==> config.mk <==
export PLATFORM = sky130hd
export DESIGN_NAME = spi_frame_decoder
export DESIGN_NICKNAME = d
export VERILOG_FILES = /design/src/rtl/spi_frame_pkg.sv /design/src/rtl/seg_fifo.sv /design/src/rtl/spi_frame_decoder.sv
export SDC_FILE = /design/constraint.sdc
export NUM_CORES = 1
export LEC_CHECK = 0
export CORE_MARGIN = 4
export CORE_UTILIZATION = 50
export CTS_CLUSTER_DIAMETER = 150
export DETAILED_ROUTE_END_ITERATION = 8
export PLACE_DENSITY = 0.69
export RECOVER_POWER = 100
export SLEW_MARGIN = 30
export SYNTH_ARGS = -nofsm -noshare
export SYNTH_HDL_FRONTEND = slang
export SYNTH_HIERARCHICAL = 1
export SYNTH_SLANG_ARGS = --single-unit
==> constraint.sdc <==
create_clock -name clk -period 5.4 [get_ports clk]
set_input_delay 1.08 -clock clk [delete_from_list [all_inputs] [get_ports clk]]
set_output_delay 1.08 -clock clk [all_outputs]
set_load 0.05 [all_outputs]
==> src/rtl/spi_frame_pkg.sv <==
// Shared constants and types for the SPI frame decoder.
// Optional macro SPI_FRAME_CHECKSUM_EN adds a trailing XOR checksum byte to PUSH frames.
package spi_frame_pkg;

    localparam logic [7:0] CMD_NOP     = 8'h00;
    localparam logic [7:0] CMD_PUSH    = 8'h01;
    localparam logic [7:0] CMD_CLR_ERR = 8'h02;
    localparam logic [7:0] CMD_FLUSH   = 8'h03;

    typedef enum logic [2:0] {
        IDLE,
        PAYLOAD,
        CHECK,
        COMMIT,
        DISCARD
    } state_t;

    localparam int STAT_FULL  = 7;
    localparam int STAT_EMPTY = 6;
    localparam int STAT_OVF   = 5;
    localparam int STAT_FERR  = 4;

    function automatic logic [3:0] sat_free(input int unsigned free);
        return (free > 15) ? 4'hF : free[3:0];
    endfunction

endpackage

==> src/rtl/seg_fifo.sv <==
// First-word-fall-through segment FIFO with flush and a look-ahead level.
// Pointers carry one extra MSB so full and empty are distinguishable.
module seg_fifo #(
    parameter int Width = 32,
    parameter int Depth = 16
) (
    input  logic                     clk,
    input  logic                     rst,
    input  logic                     push,
    input  logic                     pop,
    input  logic                     flush,
    input  logic [Width-1:0]         wdata,
    output logic [Width-1:0]         rdata,
    output logic                     full,
    output logic                     empty,
    output logic [$clog2(Depth):0]   level,
    output logic [$clog2(Depth):0]   level_nxt
);

    localparam int AW = $clog2(Depth);

    logic [Width-1:0] mem [Depth];
    logic [AW:0]      wptr;
    logic [AW:0]      rptr;
    logic             do_push;
    logic             do_pop;

    assign level   = wptr - rptr;
    assign full    = (level == (AW+1)'(Depth));
    assign empty   = (level == '0);
    assign do_push = push & ~full & ~flush;
    assign do_pop  = pop & ~empty & ~flush;
    assign rdata   = empty ? '0 : mem[rptr[AW-1:0]];

    always_comb begin
        level_nxt = level;
        if (flush)
            level_nxt = '0;
        else
            level_nxt = level + {{AW{1'b0}}, do_push} - {{AW{1'b0}}, do_pop};
    end

    always_ff @(posedge clk or posedge rst) begin
        if (rst) begin
            wptr <= '0;
            rptr <= '0;
        end else begin
            if (do_push)
                wptr <= wptr + 1'b1;
            if (flush)
                rptr <= wptr;
            else if (do_pop)
                rptr <= rptr + 1'b1;
        end
    end

    always_ff @(posedge clk) begin
        if (do_push)
            mem[wptr[AW-1:0]] <= wdata;
    end

endmodule

==> src/rtl/spi_frame_decoder.sv <==
// Parses SPI command frames into segment words and queues them for the step generator.
// Define SPI_FRAME_CHECKSUM_EN to require a trailing XOR checksum on PUSH frames.
module spi_frame_decoder
    import spi_frame_pkg::*;
#(
    parameter int DataBytes = 4,
    parameter int FifoDepth = 16
) (
    input  logic                       clk,
    input  logic                       rst,
    input  logic                       cs,
    input  logic                       word_ready,
    input  logic [7:0]                 rx_byte,
    output logic [7:0]                 tx_byte,
    output logic [8*DataBytes-1:0]     seg_data,
    output logic                       seg_valid,
    input  logic                       seg_ready,
    output logic [$clog2(FifoDepth):0] fifo_level
);

    localparam int W  = 8 * DataBytes;
    localparam int LW = $clog2(FifoDepth) + 1;

    state_t         state;
    state_t         state_nxt;
    logic [W-1:0]   asm_q;
    logic [W-1:0]   asm_nxt;
    logic [7:0]     cnt;
    logic [7:0]     cnt_nxt;
    logic           ovf;
    logic           ovf_nxt;
    logic           ferr;
    logic           ferr_nxt;
    logic           push;
    logic           flush;
    logic           full;
    logic           empty;
    logic [LW-1:0]  level_nxt;
    logic [LW-1:0]  free_slots;
    logic           rx;
    logic           last;
`ifdef SPI_FRAME_CHECKSUM_EN
    logic [7:0]     csum;
    logic [7:0]     csum_nxt;
`endif

    assign rx   = word_ready & ~cs;
    assign last = (cnt == 8'(DataBytes - 1));

    always_comb begin
        state_nxt = state;
        asm_nxt   = asm_q;
        cnt_nxt   = cnt;
        ovf_nxt   = ovf;
        ferr_nxt  = ferr;
        push      = 1'b0;
        flush     = 1'b0;
`ifdef SPI_FRAME_CHECKSUM_EN
        csum_nxt  = csum;
`endif
        if (cs) begin
            state_nxt = IDLE;
        end else begin
            unique case (state)
                IDLE: if (rx) begin
                    case (rx_byte)
                        CMD_NOP: ;
                        CMD_PUSH: begin
                            state_nxt = PAYLOAD;
                            cnt_nxt   = '0;
`ifdef SPI_FRAME_CHECKSUM_EN
                            csum_nxt  = rx_byte;
`endif
                        end
                        CMD_CLR_ERR: begin
                            ovf_nxt  = 1'b0;
                            ferr_nxt = 1'b0;
                        end
                        CMD_FLUSH: flush = 1'b1;
                        default: begin
                            ferr_nxt  = 1'b1;
                            state_nxt = DISCARD;
                        end
                    endcase
                end
                PAYLOAD: if (rx) begin
                    asm_nxt = W'({asm_q, rx_byte});
                    cnt_nxt = cnt + 8'd1;
`ifdef SPI_FRAME_CHECKSUM_EN
                    csum_nxt = csum ^ rx_byte;
                    if (last)
                        state_nxt = CHECK;
`else
                    if (last)
                        state_nxt = COMMIT;
`endif
                end
`ifdef SPI_FRAME_CHECKSUM_EN
                CHECK: if (rx) begin
                    if (rx_byte == csum) begin
                        state_nxt = COMMIT;
                    end else begin
                        ferr_nxt  = 1'b1;
                        state_nxt = IDLE;
                    end
                end
`else
                CHECK: state_nxt = IDLE;
`endif
                COMMIT: begin
                    if (full)
                        ovf_nxt = 1'b1;
                    else
                        push = 1'b1;
                    state_nxt = IDLE;
                end
                DISCARD: ;
                default: state_nxt = IDLE;
            endcase
        end
    end

    always_ff @(posedge clk or posedge rst) begin
        if (rst)
            state <= IDLE;
        else
            state <= state_nxt;
    end

    always_ff @(posedge clk or posedge rst) begin
        if (rst) begin
            asm_q <= '0;
            cnt   <= '0;
            ovf   <= 1'b0;
            ferr  <= 1'b0;
`ifdef SPI_FRAME_CHECKSUM_EN
            csum  <= '0;
`endif
        end else begin
            asm_q <= asm_nxt;
            cnt   <= cnt_nxt;
            ovf   <= ovf_nxt;
            ferr  <= ferr_nxt;
`ifdef SPI_FRAME_CHECKSUM_EN
            csum  <= csum_nxt;
`endif
        end
    end

    // Status reflects the state that will hold after this edge.
    assign free_slots = LW'(FifoDepth) - level_nxt;

    always_ff @(posedge clk or posedge rst) begin
        if (rst)
            tx_byte <= 8'h4F;
        else begin
            tx_byte[STAT_FULL]  <= (level_nxt == LW'(FifoDepth));
            tx_byte[STAT_EMPTY] <= (level_nxt == '0);
            tx_byte[STAT_OVF]   <= ovf_nxt;
            tx_byte[STAT_FERR]  <= ferr_nxt;
            tx_byte[3:0]        <= sat_free(32'(free_slots));
        end
    end

    seg_fifo #(
        .Width (W),
        .Depth (FifoDepth)
    ) u_fifo (
        .clk       (clk),
        .rst       (rst),
        .push      (push),
        .pop       (seg_ready),
        .flush     (flush),
        .wdata     (asm_q),
        .rdata     (seg_data),
        .full      (full),
        .empty     (empty),
        .level     (fifo_level),
        .level_nxt (level_nxt)
    );

    assign seg_valid = ~empty;

endmodule

After elaboration in Yosys (flattened, before gate mapping)
Memory sizes are Yosys's and may differ from the RTL's.
Cells that the tools add are included.
{ "classes": {"addsub": 7, "magnitude_cmp": 1, "n_eq_ne": 17, "muxes": 33, "bitwise_logic": 9, "n_reduce_logical": 11} }
{ "ops": {"columns": ["op", "count"], "rows": [
  ["32-bit 2-to-1 mux", 1],
  ["8-bit by 2-bit equality test with 1-bit output, second input constant", 3],
  ["8-bit 2-to-1 mux", 3],
  ["1-bit 2-to-1 mux", 16],
  ["8-bit case mux with 2 select lines", 1],
  ["5-bit 2-to-1 mux", 3],
  ["3-bit 2-to-1 mux", 4],
  ["3-bit != test, second input constant", 4],
  ["5-bit by 1-bit adder with 5-bit output, second input constant", 2],
  ["5-bit equality test, second input constant", 2],
  ["5-bit logical NOT", 2],
  ["5-bit AND reduction", 2],
  ["3-bit case mux with 3 select lines", 1],
  ["8-bit by 1-bit adder with 8-bit output, second input constant", 1],
  ["8-bit by 1-bit equality test with 1-bit output, second input constant", 1],
  ["8-bit logical NOT", 1],
  ["2-bit != test, second input constant", 3],
  ["3-bit case mux with 2 select lines", 1],
  ["3-bit OR reduction", 2],
  ["5-bit by 1-bit adder with 5-bit output", 1],
  ["1-bit AND", 5],
  ["5-bit by 4-bit greater-than comparator with 1-bit output, second input constant", 1],
  ["5-bit by 1-bit subtractor with 5-bit output", 1],
  ["5-bit subtractor", 1],
  ["other kinds (11)", 16]
]} }
{ "word_totals": {"regBits": 63, "ramBits": 512, "in_bits": 13, "out_inout_bits": 46, "wordCells": 87, "mem_count": 1} }
{ "mem_list": {"columns": ["name", "words", "width", "read_ports", "rd_clocked_by_memory_dff", "wr", "line_no", "source"], "rows": [
  ["u_fifo.mem", 16, 32, 1, 0, 1, "seg_fifo.sv:22", "logic [Width-1:0] mem [Depth];"]
]} }

Longest topological paths before layout
{ "logic_depth": {"word_depth": 13, "ltp_mapped": 30} }

Modules after synthesis
The synthesis kept the hierarchy.
{ "by_module_without_submodules": {"columns": ["module", "instances", "cells_each", "area_each_um2", "seq_area_each_um2"], "rows": [
  ["seg_fifo", 1, 984, 20632.3, 15625.0],
  ["spi_frame_decoder", 1, 236, 2218.4, 1282.5]
]} }

Least setup slack after synthesis
No wires, ideal clock.
{ "synth_path": {"path_kind": "flip-flop to flip-flop", "from": "register u_fifo.rptr[2]", "to": "memory u_fifo.mem[3][0], enable pin", "setup_time_ns": 0.461, "t_arrival_ns": 6.262, "t_required_ns": 4.939, "path_slack_ns": -1.323, "path_stages_with_launch": 19, "n_path_buf": 4, "cell_sequence": "dfrtp_1 buf_2 clkbuf_1 inv_2 buf_2 ha_1 a21o_1 a31oi_1 xnor2_1 inv_1 ha_1 nand3b_1 nor2_1 nor4_1 nand2b_1 a211oi_1 clkbuf_1 nand2_1 nor3_1"} }
{ "synth_via": {"elab_chain_cells": 9, "elab_cells_between_ends": 10, "cone_classes": "add/sub (1); eq/ne (1); mux (5); bitwise (3)"} }
{ "synth_rtl": {"columns": ["element", "line_no", "source"], "rows": [
  ["from (decl)", "seg_fifo.sv:24", "logic [AW:0] rptr;"],
  ["from (signal assigned)", "seg_fifo.sv:51", "rptr <= wptr;"],
  ["from (signal assigned)", "seg_fifo.sv:53", "rptr <= rptr + 1'b1;"],
  ["5-bit subtractor", "seg_fifo.sv:28", "assign level = wptr - rptr;"],
  ["net fifo_level[3]", "spi_frame_decoder.sv:18", "output logic [$clog2(FifoDepth):0] fifo_level"],
  ["5-bit equality test", "seg_fifo.sv:29", "assign full = (level == (AW+1)'(Depth));"],
  ["net full", "spi_frame_decoder.sv:36", "logic full;"],
  ["1-bit 2-to-1 mux", "spi_frame_decoder.sv:111", "if (full)"],
  ["1-bit 2-to-1 mux", "spi_frame_decoder.sv:64", "unique case (state)"],
  ["1-bit 2-to-1 mux", "spi_frame_decoder.sv:61", "if (cs) begin"],
  ["net push", "spi_frame_decoder.sv:34", "logic push;"],
  ["1-bit AND (2 in series)", "seg_fifo.sv:31", "assign do_push = push & ~full & ~flush;"],
  ["1-bit 2-to-1 mux", "seg_fifo.sv:58", "if (do_push)"],
  ["1-bit 2-to-1 mux (not written as such)", "seg_fifo.sv:59", "mem[wptr[AW-1:0]] <= wdata;"],
  ["to (decl)", "seg_fifo.sv:22", null]
]} }
The timed path passes the listed nets, and every way through them passes these cells.

Worst setup path after layout
{ "layout_path": {"from": "register u_fifo.wptr[2]", "to": "output port seg_data[9]"} }
{ "layout_via": {"elab_chain_cells": 3} }
{ "layout_rtl": {"columns": ["element", "line_no", "source"], "rows": [
  ["from (decl)", "seg_fifo.sv:23", "logic [AW:0] wptr;"],
  ["from (signal assigned)", "seg_fifo.sv:49", "wptr <= wptr + 1'b1;"],
  ["5-bit subtractor", "seg_fifo.sv:28", null],
  ["5-bit logical NOT", "seg_fifo.sv:30", "assign empty = (level == '0);"],
  ["net empty", "spi_frame_decoder.sv:37", "logic empty;"],
  ["32-bit 2-to-1 mux", "seg_fifo.sv:33", "assign rdata = empty ? '0 : mem[rptr[AW-1:0]];"],
  ["to (decl)", "spi_frame_decoder.sv:15", "output logic [8*DataBytes-1:0] seg_data,"]
]} }
The timed path passes the listed nets, and every way through them passes these cells.

==> impl_metrics.tcl <==
set metrics [dict create \
    critPathTopFamily "compound AO/OA/AOI/OAI gates" \
    place_area_um2 24170 \
    max_slew_margin_pct -97.39 \
    p_total_mw 12.04 \
    synthDistinctLibCells 53 \
    power_density_nw_per_um2 466.0 \
    drt_iter0_drc 1025 \
    ir_worst_vdd_uv 479.7 \
    synth_ff_type "edfxtp_1" \
    cts.root.buffer_cell "clkbuf_16" \
    violations "capacitance limit, slew limit" \
    vias_per_cell 5.955 \
    crit_top_cell "ha_1" \
    fin_setup_tns_ns 0 \
    die_w_um 221.8 \
    ctsHtreeMaxLevel 2 \
    drv_cap 1 \
    slew_violations 46 \
    yosysMostFrequentCell "edfxtp_1" \
    dieArea_um2 49190 \
    gp_congestion 0.8088 \
    grt_pass1_vias 11880 \
    async_flop_share_pct 10.65 \
    syn_area_per_cell_um2 18.73 \
    worst-path-buf-inv 3 \
    synth_top_area_cell "edfxtp_1" \
    hold_violations 0 \
    initial_core_util_pct 50.46 \
    synth.area.top_cells "edfxtp_1, mux4_2, dfrtp_1" \
    antenna_found_initial 0 \
    core_area_um2 45280 \
    cp_cell_sequence "ha_1, a21o_1, a31oi_2, xnor2_4, inv_1, ha_1, nand3b_1, nor2_1, a21o_4, buf_4, a211oi_2, clkbuf_2" \
    cp_max_fo 13 \
    pre_cts_ws_ns 0.4282 \
    worst_ep_arrival_time_ns 4.05 \
    synth_cells 1220 \
    numCtsBuffers 56 \
    fmaxAchievable_mhz 194.9 \
    cp-start-kind "flip-flop" \
    ys_ff_latch 573 \
    drcViolationCount 0 \
    cts_tree "done" \
    hpwlAfterDp_um 25850 \
    cts_hold_buf 0 \
    hold_slack_ns 0.4999 \
    n_antenna_cell 0 \
    detail-route-antenna-nets 0 \
    pin_count 59 \
    clock_skew_ns 0.02531 \
    ys_seq_area_share_pct 73.99 \
    grt_start_max_net_pins 90 \
    finalSetupViolCount 0 \
    layout_min_cycle_time_ns 5.132 \
    cpMaxStageDelayCell "dfrtp_1" \
    ys_warn_count 6 \
    grt_pass1_wl_um 75490 \
    synth_common_cells "edfxtp_1, nand2_1, mux4_2, dfrtp_1, and3_1" \
    fin_area_um2 25840 \
    crit_required_ns 4.32 \
    max_stage_delay_ns 0.51 \
    clkLatencyLatePin_ns 0.62 \
    endpoint_kind "primary output" \
    fin_crit_sh_pct 95.03 \
    io_buffers 58 \
    num_rows 78 \
    fp.dieH_um 221.8 \
    final_net_count 1332 \
    grt-ovfl-total 0 \
    path_clk_slew_ns 0.06 \
    synth_top_area_share_pct 67.28 \
    synth_nets 1254 \
    wl_per_cell_um 25.53 \
    vias 11590 \
    wirelength_um 49680 \
    synth_edf_count 512 \
    syn_area_um2 22850 \
    area_delta_synth_final_pct 13.09 \
    clock_sinks 573 \
    drt_pass1_iterations 5 \
    clockBufferDepth 3 \
    hp-class "flip-flop to flip-flop" \
    rsz0062_at_grt "no" \
    drive_gt1_share_pct 21.62 \
    tightest_slew_ns 2.961 \
    crit_type "flip-flop to primary output" \
    grtUsageTotal_pct 20.32 \
    setup_slack_ns 0.2684 \
    p_leak_nw 9.470 \
    postCtsSetupBuffers 0 \
    outcome "finished, violations left" \
]
[routing by layer]
| metal | vias to the layer above | share of wire (%) | GRT usage (%) |
|---|---|---|---|
| met5 | - | 0 | 0 |
| met4 | 0 | 2.3 | 5.682 |
| met3 | 83 | 6.4 | 3.072 |
| met2 | 399 | 49 | 33.31 |
| met1 | 6118 | 42 | 29.03 |
| li1 | 4988 | - | - |
[area by class of cell]
cell class / instances / area, um2
multi-input combinational: 556 / 5539
clock buffer: 71 / 1478
fill: 3442 / 19440
clock inverter: 35 / 356.6
tap: 600 / 750.7
timing repair buffer: 87 / 708.2
inverter: 24 / 90.09
sequential: 573 / 16920
[cell usage in the layout, fill, tap and decap left out, types with 3 or more instances in the layout]
| master | instances |
|---|---|
| xnor2_1 | 9 |
| a21o_1 | 4 |
| nor2b_1 | 3 |
| a211oi_2 | 3 |
| dfstp_2 | 5 |
| dfrtp_4 | 3 |
| clkinv_1 | 7 |
| inv_1 | 22 |
| dlygate4sd3_1 | 15 |
| a21oi_1 | 8 |
| clkbuf_4 | 6 |
| o21ai_0 | 6 |
| nand2b_1 | 3 |
| buf_4 | 15 |
| dfrtp_1 | 52 |
| clkdlybuf4s50_1 | 9 |
| mux4_2 | 128 |
| nand3_1 | 8 |
| xor2_1 | 5 |
| ha_1 | 19 |
| clkinv_2 | 16 |
| edfxtp_1 | 512 |
| clkbuf_16 | 56 |
| nor2_1 | 18 |
| nor3_1 | 5 |
| nand2_1 | 177 |
| and3_2 | 8 |
| buf_12 | 7 |
| and3_1 | 42 |
| mux2i_1 | 33 |
| clkbuf_2 | 18 |
| o21ai_1 | 4 |
| a211oi_1 | 32 |
| clkbuf_1 | 27 |
| bufinv_16 | 6 |
| nor4_1 | 6 |
[cells by family (layout without fill, tap and decap cells)]
family	Yosys count	after routing	share of synthesized area, %
xor gates and xnor gates	16	16	0.6735
muxes	161	161	14.06
DFF	573	573	73.99
buffers and inverters	91	217	2.004
and+or+nand+nor	283	283	5.618
AOI/OAI and AO/OA	75	75	2.437
adders and majority gates	21	21	1.216
[worst reg2reg max path: stages, from the launching register on]
cell and delay, ns:
dfrtp_1 0.51, ha_1 0.42, a21o_1 0.19, a31oi_2 0.28, xnor2_4 0.16, inv_1 0.08, ha_1 0.18, nand3b_1 0.20
nor2_1 0.10, nor4_1 0.23, nand2b_1 0.10, a211oi_2 0.18, clkbuf_1 0.57, and3_1 0.74, clkbuf_4 0.69
[stage by stage]
stage | cells | util [%]
2_1_floorplan | 1220 | -
4_1_cts | 1944 | 57.43
5_1_grt | 1946 | 57.07
6_report | 1946 | 57.07
3_3_place_gp | 1838 | 53.29
3_5_place_dp | 1838 | 53.37
[power by group]
part | switching (mW) | leakage (nW) | internal, mW | total (mW)
clock | 1.65 | 0.908 | 2.23 | 3.88
sequential | 0.0359 | 5.99 | 4.84 | 4.88
combinational | 2.12 | 2.57 | 1.16 | 3.28
[timing repair]
item / in CTS / in global routing
pin swaps: 0 / 0
resized for setup: 1 / 3
setup endpoints to repair: 1 / 14
[worst paths after layout]
| kind | from | end | slack (ns) | depth (start not counted) |
|---|---|---|---|---|
| max reg2reg | u_fifo/wptr[2]$_DFFE_PP0P_ | u_fifo/mem[8][13]$_DFFE_PP_ | 0.35 | 14 |
| max in group asynchronous | rst | asm_q[20]$_DFFE_PP0P_ | 1.48 | 3 |
| min in group asynchronous | rst | tx_byte[7]$_DFF_PP0_ | 0.84 | 2 |
| min | tx_byte[5]$_DFFE_PP0P_ | tx_byte[5]$_DFFE_PP0P_ | 0.50 | 1 |
| max | u_fifo/wptr[2]$_DFFE_PP0P_ | seg_data[9] | 0.27 | 12 |
| min reg2reg | tx_byte[5]$_DFFE_PP0P_ | tx_byte[5]$_DFFE_PP0P_ | 0.50 | 1 |
[state kept, by name (all words and copies together), names as in the netlist]
signal       flops
u_fifo/wptr      5
state            3
u_fifo/rptr      5
asm_q           32
u_fifo/mem     512
cnt              8
tx_byte          8
(Power assumes the default switching activity.)
